--- src/rtl/wr_mem_arbiter.sv ---
// Round-robin write arbiter: grants one requester at a time a burst of up to BurstLen
// beats into memory, each requester writing through its own auto-incrementing pointer.
module wr_mem_arbiter #(
    parameter int NumReq    = 4,
    parameter int DataWidth = 32,
    parameter int AddrWidth = 32,
    parameter int BurstLen  = 4
) (
    input  logic                        clk_i,
    input  logic                        rst_ni,
    input  logic [NumReq*AddrWidth-1:0] cfg_base_addr_i,
    input  logic [NumReq-1:0]           cfg_load_i,
    input  logic [NumReq*DataWidth-1:0] req_data_i,
    input  logic [NumReq-1:0]           req_valid_i,
    output logic [NumReq-1:0]           req_ready_o,
    output logic [AddrWidth-1:0]        mem_addr_o,
    output logic [DataWidth-1:0]        mem_data_o,
    output logic                        mem_valid_o,
    input  logic                        mem_ready_i,
    output logic [NumReq-1:0]           grant_o,
    output logic                        busy_o
);
    localparam int IdxW = $clog2(NumReq);
    localparam int CntW = $clog2(BurstLen + 1);

    typedef enum logic {IDLE, BURST} state_e;

    state_e               state_q, state_d;
    logic [NumReq-1:0]    grant_q, grant_d;
    logic [IdxW-1:0]      gidx_q, gidx_d;
    logic [IdxW-1:0]      rr_ptr_q, rr_ptr_d;
    logic [CntW-1:0]      cnt_q, cnt_d;
    logic [AddrWidth-1:0] ptr_q [NumReq];
    logic [AddrWidth-1:0] ptr_d [NumReq];
    logic [AddrWidth-1:0] base_arr [NumReq];
    logic [DataWidth-1:0] data_arr [NumReq];
    logic                 beat;
    logic                 found;
    logic [IdxW-1:0]      cand;

    for (genvar k = 0; k < NumReq; k++) begin : g_unpack
        assign base_arr[k] = cfg_base_addr_i[k*AddrWidth +: AddrWidth];
        assign data_arr[k] = req_data_i[k*DataWidth +: DataWidth];
    end

    // NOTE: every signal written here gets a default first, so no path can infer a latch.
    always_comb begin
        busy_o      = (state_q == BURST);
        grant_o     = grant_q;
        mem_valid_o = 1'b0;
        mem_addr_o  = '0;
        mem_data_o  = '0;
        req_ready_o = '0;
        state_d     = state_q;
        grant_d     = grant_q;
        gidx_d      = gidx_q;
        rr_ptr_d    = rr_ptr_q;
        cnt_d       = cnt_q;
        ptr_d       = ptr_q;
        found       = 1'b0;
        cand        = '0;

        if (state_q == BURST) begin
            mem_valid_o = req_valid_i[gidx_q];
            mem_addr_o  = ptr_q[gidx_q];
            mem_data_o  = data_arr[gidx_q];
            req_ready_o = grant_q & {NumReq{mem_ready_i}};
        end
        beat = mem_valid_o & mem_ready_i;

        case (state_q)
            IDLE: begin
                // Search upward from rr_ptr_q, wrapping, for the first valid requester.
                for (int i = 0; i < NumReq; i++) begin
                    cand = IdxW'((int'(rr_ptr_q) + i) % NumReq);
                    if (!found && req_valid_i[cand]) begin
                        found   = 1'b1;
                        gidx_d  = cand;
                        grant_d = NumReq'(1) << cand;
                        state_d = BURST;
                    end
                end
            end
            BURST: begin
                if (beat) begin
                    ptr_d[gidx_q] = ptr_q[gidx_q] + AddrWidth'(1);
                end
                if (!req_valid_i[gidx_q] || (beat && cnt_q == CntW'(BurstLen - 1))) begin
                    state_d  = IDLE;
                    grant_d  = '0;
                    cnt_d    = '0;
                    rr_ptr_d = IdxW'((int'(gidx_q) + 1) % NumReq);
                end else if (beat) begin
                    cnt_d = cnt_q + CntW'(1);
                end
            end
            default: state_d = IDLE;
        endcase

        // A load overrides any increment from a coinciding beat.
        for (int k = 0; k < NumReq; k++) begin
            if (cfg_load_i[k]) begin
                ptr_d[k] = base_arr[k];
            end
        end
    end

    // NOTE: sequential state uses non-blocking assignments so all registers update together.
    // NOTE: the pointer array is reset too, since software relies on pointers starting at zero.
    always_ff @(posedge clk_i) begin
        if (!rst_ni) begin
            state_q  <= IDLE;
            grant_q  <= '0;
            gidx_q   <= '0;
            rr_ptr_q <= '0;
            cnt_q    <= '0;
            for (int k = 0; k < NumReq; k++) begin
                ptr_q[k] <= '0;
            end
        end else begin
            state_q  <= state_d;
            grant_q  <= grant_d;
            gidx_q   <= gidx_d;
            rr_ptr_q <= rr_ptr_d;
            cnt_q    <= cnt_d;
            ptr_q    <= ptr_d;
        end
    end

endmodule

--- config.mk ---
export PLATFORM = sky130hd
export DESIGN_NAME = wr_mem_arbiter
export DESIGN_NICKNAME = d
export VERILOG_FILES = /design/src/rtl/wr_mem_arbiter.sv
export SDC_FILE = /design/constraint.sdc
export NUM_CORES = 1
export LEC_CHECK = 0
export BUFFER_PORTS_ARGS = -buffer_cell sky130_fd_sc_hd__clkbuf_2
export CORE_UTILIZATION = 55
export CTS_CLUSTER_SIZE = 25
export DETAILED_ROUTE_END_ITERATION = 10
export PLACE_DENSITY = 0.87
export SLEW_MARGIN = 30
export SYNTH_ARGS = -nofsm -noshare
export SYNTH_HDL_FRONTEND = slang
export SYNTH_SLANG_ARGS = --single-unit
--- constraint.sdc ---
create_clock -name clk_i -period 5.5 [get_ports clk_i]
set_clock_uncertainty 0.05 [all_clocks]
set_input_delay 0.825 -clock clk_i [delete_from_list [all_inputs] [get_ports clk_i]]
set_output_delay 0.825 -clock clk_i [all_outputs]
set_load 0.02 [all_outputs]
### Yosys cells after proc, flatten, opt, wreduce, memory -nomap -nowiden

Index checks and enable logic that the tools add are counted.

| word-level totals | value |
|---|---|
| word-level logic and storage cells | 113 |
| bits in registers | 140 |

| operators by class | value |
|---|---|
| shifts and indexed selects | 4 |
| add/subtract/negate cells | 6 |
| $lt $le $gt $ge | 7 |
| equality and inequality tests | 3 |
| bitwise gates (word level) | 4 |
| reduce and logical (&&, ||, !) cells | 28 |
| multiplexer cells | 52 |

Operator list:

| operator | count |
|---|---|
| two-way mux 32 bit | 11 |
| two-way mux 128 bit | 2 |
| binary-select mux 32 bit (select 2 bit) | 2 |
| bitwise mux 128 bit | 1 |
| demux 32 bit (select 2 bit) | 1 |
| adder 32 x 1 -> 32 bit (second input constant) | 1 |
| two-way mux 4 bit | 6 |
| nonzero test 2 bit | 9 |
| two-way mux 1 bit | 16 |
| AND reduction 2 bit | 8 |
| left shift 1 x 2 -> 4 bit (first input constant) | 4 |
| less-than comparator 2 x 3 -> 1 bit (second input constant) | 5 |
| binary-select mux 1 bit (select 2 bit) | 5 |
| two-way mux 2 bit | 4 |
| one-hot mux 4 bit (2 select lines) | 1 |
| two-way mux 3 bit | 2 |
| logical AND 1 bit | 5 |
| != test 5 bit (second input constant) | 1 |
| adder 2 x 1 -> 2 bit (second input constant) | 2 |
| adder 2 bit (second input constant) | 2 |
| bitwise AND 4 bit | 1 |
| logical NOT 1 bit | 4 |
| nonzero test 4 bit | 1 |
| adder 3 x 1 -> 3 bit (second input constant) | 1 |
| other kinds (9) | 9 |

### Depth between registers and ports, before layout

| logic depth | value |
|---|---|
| depth in word-level cells | 16 |
| gate-level depth with buffers | 15 |

### Worst setup path after synthesis

OpenSTA, ideal clock, no wires.

| timing path | value |
|---|---|
| kind | reg2out |
| start point | register gidx_q[0] |
| end point | output mem_data_o[10] |
| data arrival time | 2.218 ns |
| cell stages (with the launch flop) | 9 |
| path slack | 2.407 ns |
| data required time | 4.625 ns |
| cell sequence | dfxtp_1 > buf_6 > buf_12 > buf_12 > buf_12 > buf_2 > buf_2 > mux4_2 > and2_1 |

| on the way | value |
|---|---|
| cells in the longest elaborated chain, start to end | 5 |

Ends and longest elaborated chain:

| what | RTL line | text |
|---|---|---|
| start: declaration | 30 | `logic [IdxW-1:0] gidx_q, gidx_d;` |
| start signal: assignment | 123 | `gidx_q <= gidx_d;` |
| inverter 2 -> 3 bit (not written as such) | 66 | `mem_data_o = data_arr[gidx_q];` |
| binary-select mux 32 bit (select 2 bit) | 66 |  |
| two-way mux 32 bit (not written as such) (2 in series) | 66 |  |
| two-way mux 32 bit | 63 | `if (state_q == BURST) begin` |
| end: declaration | 17 | `output logic [DataWidth-1:0] mem_data_o,` |

Every way passes these cells. The select of a mux whose other input is x is not followed.

### Worst setup path in the final report

| timing path | value |
|---|---|
| start point | register gidx_q[0] |
| end point | output mem_addr_o[27] |

| on the way | value |
|---|---|
| cells in the longest elaborated chain, start to end | 5 |

Ends and longest elaborated chain:

| what | RTL line | text |
|---|---|---|
| inverter 2 -> 3 bit (not written as such) | 65 | `mem_addr_o = ptr_q[gidx_q];` |
| binary-select mux 32 bit (select 2 bit) | 65 |  |
| two-way mux 32 bit (not written as such) (2 in series) | 65 |  |
| two-way mux 32 bit | 63 |  |
| end: declaration | 16 | `output logic [AddrWidth-1:0] mem_addr_o,` |

Every way passes these cells. The select of a mux whose other input is x is not followed.

==> results.yml <==
die:
  die_width_um: 132.7
  rows: 47
  dieArea_mm2: 0.01760
  core_mm2: 0.01664
  ioPinCount: 341
  fp.dieH_um: 132.7
  initial_core_util: 0.5642
global_route:
  grt-ovfl-total: 0
  grtUsageMet1: 0.5168
  antenna_found_initial: 8
  grt_pass1_vias: 9874
  use_met2: 0.6766
  track_usage: 0.4246
  grt_pass1_wl_mm: 56.50
  use_met3: 0.1134
  top_usage_layer: "met2"
  grt_max_degree: 58
layout:
  regArea_mm2: 0.002811
  areaGrowthSynthToFinish_pct: 22.97
  multiInputGateArea_mm2: 0.006065
  post-route-util: 0.6939
  fin_nets: 1613
  nFillCells: 1331
  drive_gt1_frac: 0.3370
  stdcell_count: 1577
critical_path:
  r2r_start: "gidx_q[1]"
  start_kind: "register"
  crit_path_top_delay_cell: "dfxtp_4"
  slowest_delay_ns: 0.86
  critical_path.endpoint_type: "output pin"
  r2r_cells: 7
  worst-path-max-fanout: 41
  rrSetupSlack_ns: 1.61
  cp.arrival_ns: 3.17
  startpoint: "gidx_q[0]"
  required_ns: 4.62
  critical_path_class: "reg -> out"
  r2r-end: "ptr_q[127]"
  crit_end: "mem_addr_o[27]"
  worstPathCellList: "buf_4, mux4_1, and2_1, clkbuf_2"
clock_tree:
  clk_latency_ns: 0.44
  clockBufferDepth: 2
  numCtsBuffers: 17
  post_cts_buffers: 0
  cts-htree-levels: 4
  cts_tree: "done"
  cts_sinks: 140
  ctsResizeCount: 0
  cts_root_buffer: "clkbuf_16"
  hold_buffers: 0
  clkTransAtPathRegs_ns: 0.06
logic_synthesis:
  synth-edff-count: 0
  syn_inst: 1070
  yosys_warnings: 0
  ys.flop_type: "dfxtp_1"
  syn-num-nets: 1344
  synth.avg_cell_area_um2: 8.776
  yosys_register_bits: 140
  yosysUniqueCellTypes: 67
  yosysSeqAreaShare: 0.2985
  async_flop_share: 0
  synth_area_mm2: 0.009390
power_and_ir_drop:
  p_per_area_mw_per_mm2: 250.0
  power_uw: 2886
  irDropWorstVdd_mv: 0.2434
  p_leak_uw: 0.005197
drt:
  remaining_drc_errors: 0
  drt-total-wl_mm: 37.16
  via_count: 10330
  viasPerCell: 6.549
  route.antenna.remaining_nets: 0
  drt_first_pass_iters: 6
  drt_iter0_markers: 1425
  wl_per_cell_um: 23.56
timing:
  fin_crit_ns: 4.047
  max_slew.worst_pin.slew_ns: 0.9104
  max_freq_mhz: 247.1
  setup_tns_ns: 0
  hold_violations: 0
  maxSlewViolCount: 0
  post-route-period-util: 0.7358
  setup_viol: 0
  relSlewSlack: 0.3884
  rsz0062_at_grt: "false"
placement:
  dpl.hpwl_mm: 27.19
  place_congestion: 0.9540
  numPortBuffers: 340
  place_inst: 1540
status:
  status: "finished, final reports clean"
run:
  drv_cap: 0
hold_path:
  hold_path_class: "reg -> reg"
## synthesized netlist by cell type (all sizes together), types with 28 or more instances
| library cell | n | share of area |
|---|---|---|
| nor2 | 85 | 0.034 |
| a21oi | 61 | 0.033 |
| nand2 | 90 | 0.036 |
| and2 | 68 | 0.045 |
| o21ai | 98 | 0.053 |
| buf | 30 | 0.024 |
| a31oi | 28 | 0.019 |
| nand3 | 39 | 0.023 |
| mux4 | 65 | 0.16 |
| dfxtp | 140 | 0.30 |
| a21o | 54 | 0.043 |
| clkbuf | 69 | 0.028 |
| mux2i | 28 | 0.030 |
## state kept, by name, indices dropped and copies added, names as in the netlist
| register | cells |
|---|---|
| gidx_q | 2 |
| cnt_q | 3 |
| rr_ptr_q | 2 |
| busy_o | 1 |
| grant_o | 4 |
| ptr_q | 128 |
## cells by family (layout without fill, tap and decap cells)
kind of cell,after synthesis,after routing,share of synthesized area
xor gates and xnor gates,16,16,0.01572
other,0,7,0
muxes,94,94,0.1929
adders and majority gates,7,7,0.009327
buffers and inverters,116,396,0.05863
and+or+nand+nor,381,381,0.2103
AOI/OAI and AO/OA,316,316,0.2147
DFF,140,140,0.2985
## per-stage QoR
stage	hold WS, ns	setup WS (ns)	instance area, um2
finish	0.4689	1.453	11550
global route	0.5007	1.252	11540
CTS	0.4654	1.434	11520
detailed placement	0.4519	1.832	11000
global placement	0.4454	1.466	10950
floorplan	0.4272	2.407	9390
## worst max-delay path, delay by kind of cell, from the launching register on
family	cells	cell delay (ns)
buffers and inverters	2	0.75
flip-flops	1	0.86
multiplexers	1	0.84
AND/OR/NAND/NOR	1	0.26
## cell type report
type | count | area share
clock buffer | 22 | 0.03933
clock inverter | 8 | 0.006176
inverter | 17 | 0.005526
sequential | 140 | 0.2435
timing repair buffer | 349 | 0.1549
antenna | 7 | 0.001517
tap | 220 | 0.02384
multi-input combinational | 814 | 0.5252
## placed cells by master, fill, tap and decap left out, types with 10 or more instances in the layout
master / instances
clkbuf_2: 340
dfxtp_1: 137
o21ai_0: 92
nand2_1: 90
nor2_1: 84
and2_1: 68
a21oi_1: 61
a21o_1: 54
mux4_2: 50
nand3_1: 37
mux2i_1: 28
a31oi_1: 28
nor3_1: 24
clkbuf_16: 17
a211oi_1: 16
mux4_1: 15
nor4_1: 15
nand2b_1: 14
inv_1: 13
a22o_1: 12
and3_1: 10
## worst min path at each step
| stage | startpoint | end | cells after the start |
|---|---|---|---|
| floorplan | cnt_q[2] | cnt_q[2] | 2 |
| global placement | cnt_q[1] | cnt_q[1] | 2 |
| detailed placement | cnt_q[2] | cnt_q[2] | 2 |
| CTS | cnt_q[2] | cnt_q[2] | 2 |
| global route | cnt_q[2] | cnt_q[2] | 2 |
| finish | cnt_q[2] | cnt_q[2] | 2 |
## per-layer routing
metal | wire length, um | share of wire | vias up
li1 | - | - | 4529
met1 | 13420 | 0.36 | 4778
met2 | 17080 | 0.46 | 848
met3 | 4451 | 0.12 | 168
met4 | 2182 | 0.059 | 4
met5 | 26 | 0.00070 | -
## report_power, final
group	internal (uW)	switching [uW]
registers	1080	57.4
logic	293	387
clock network	624	447
No activity file was read; power rests on OpenSTA's default activity.
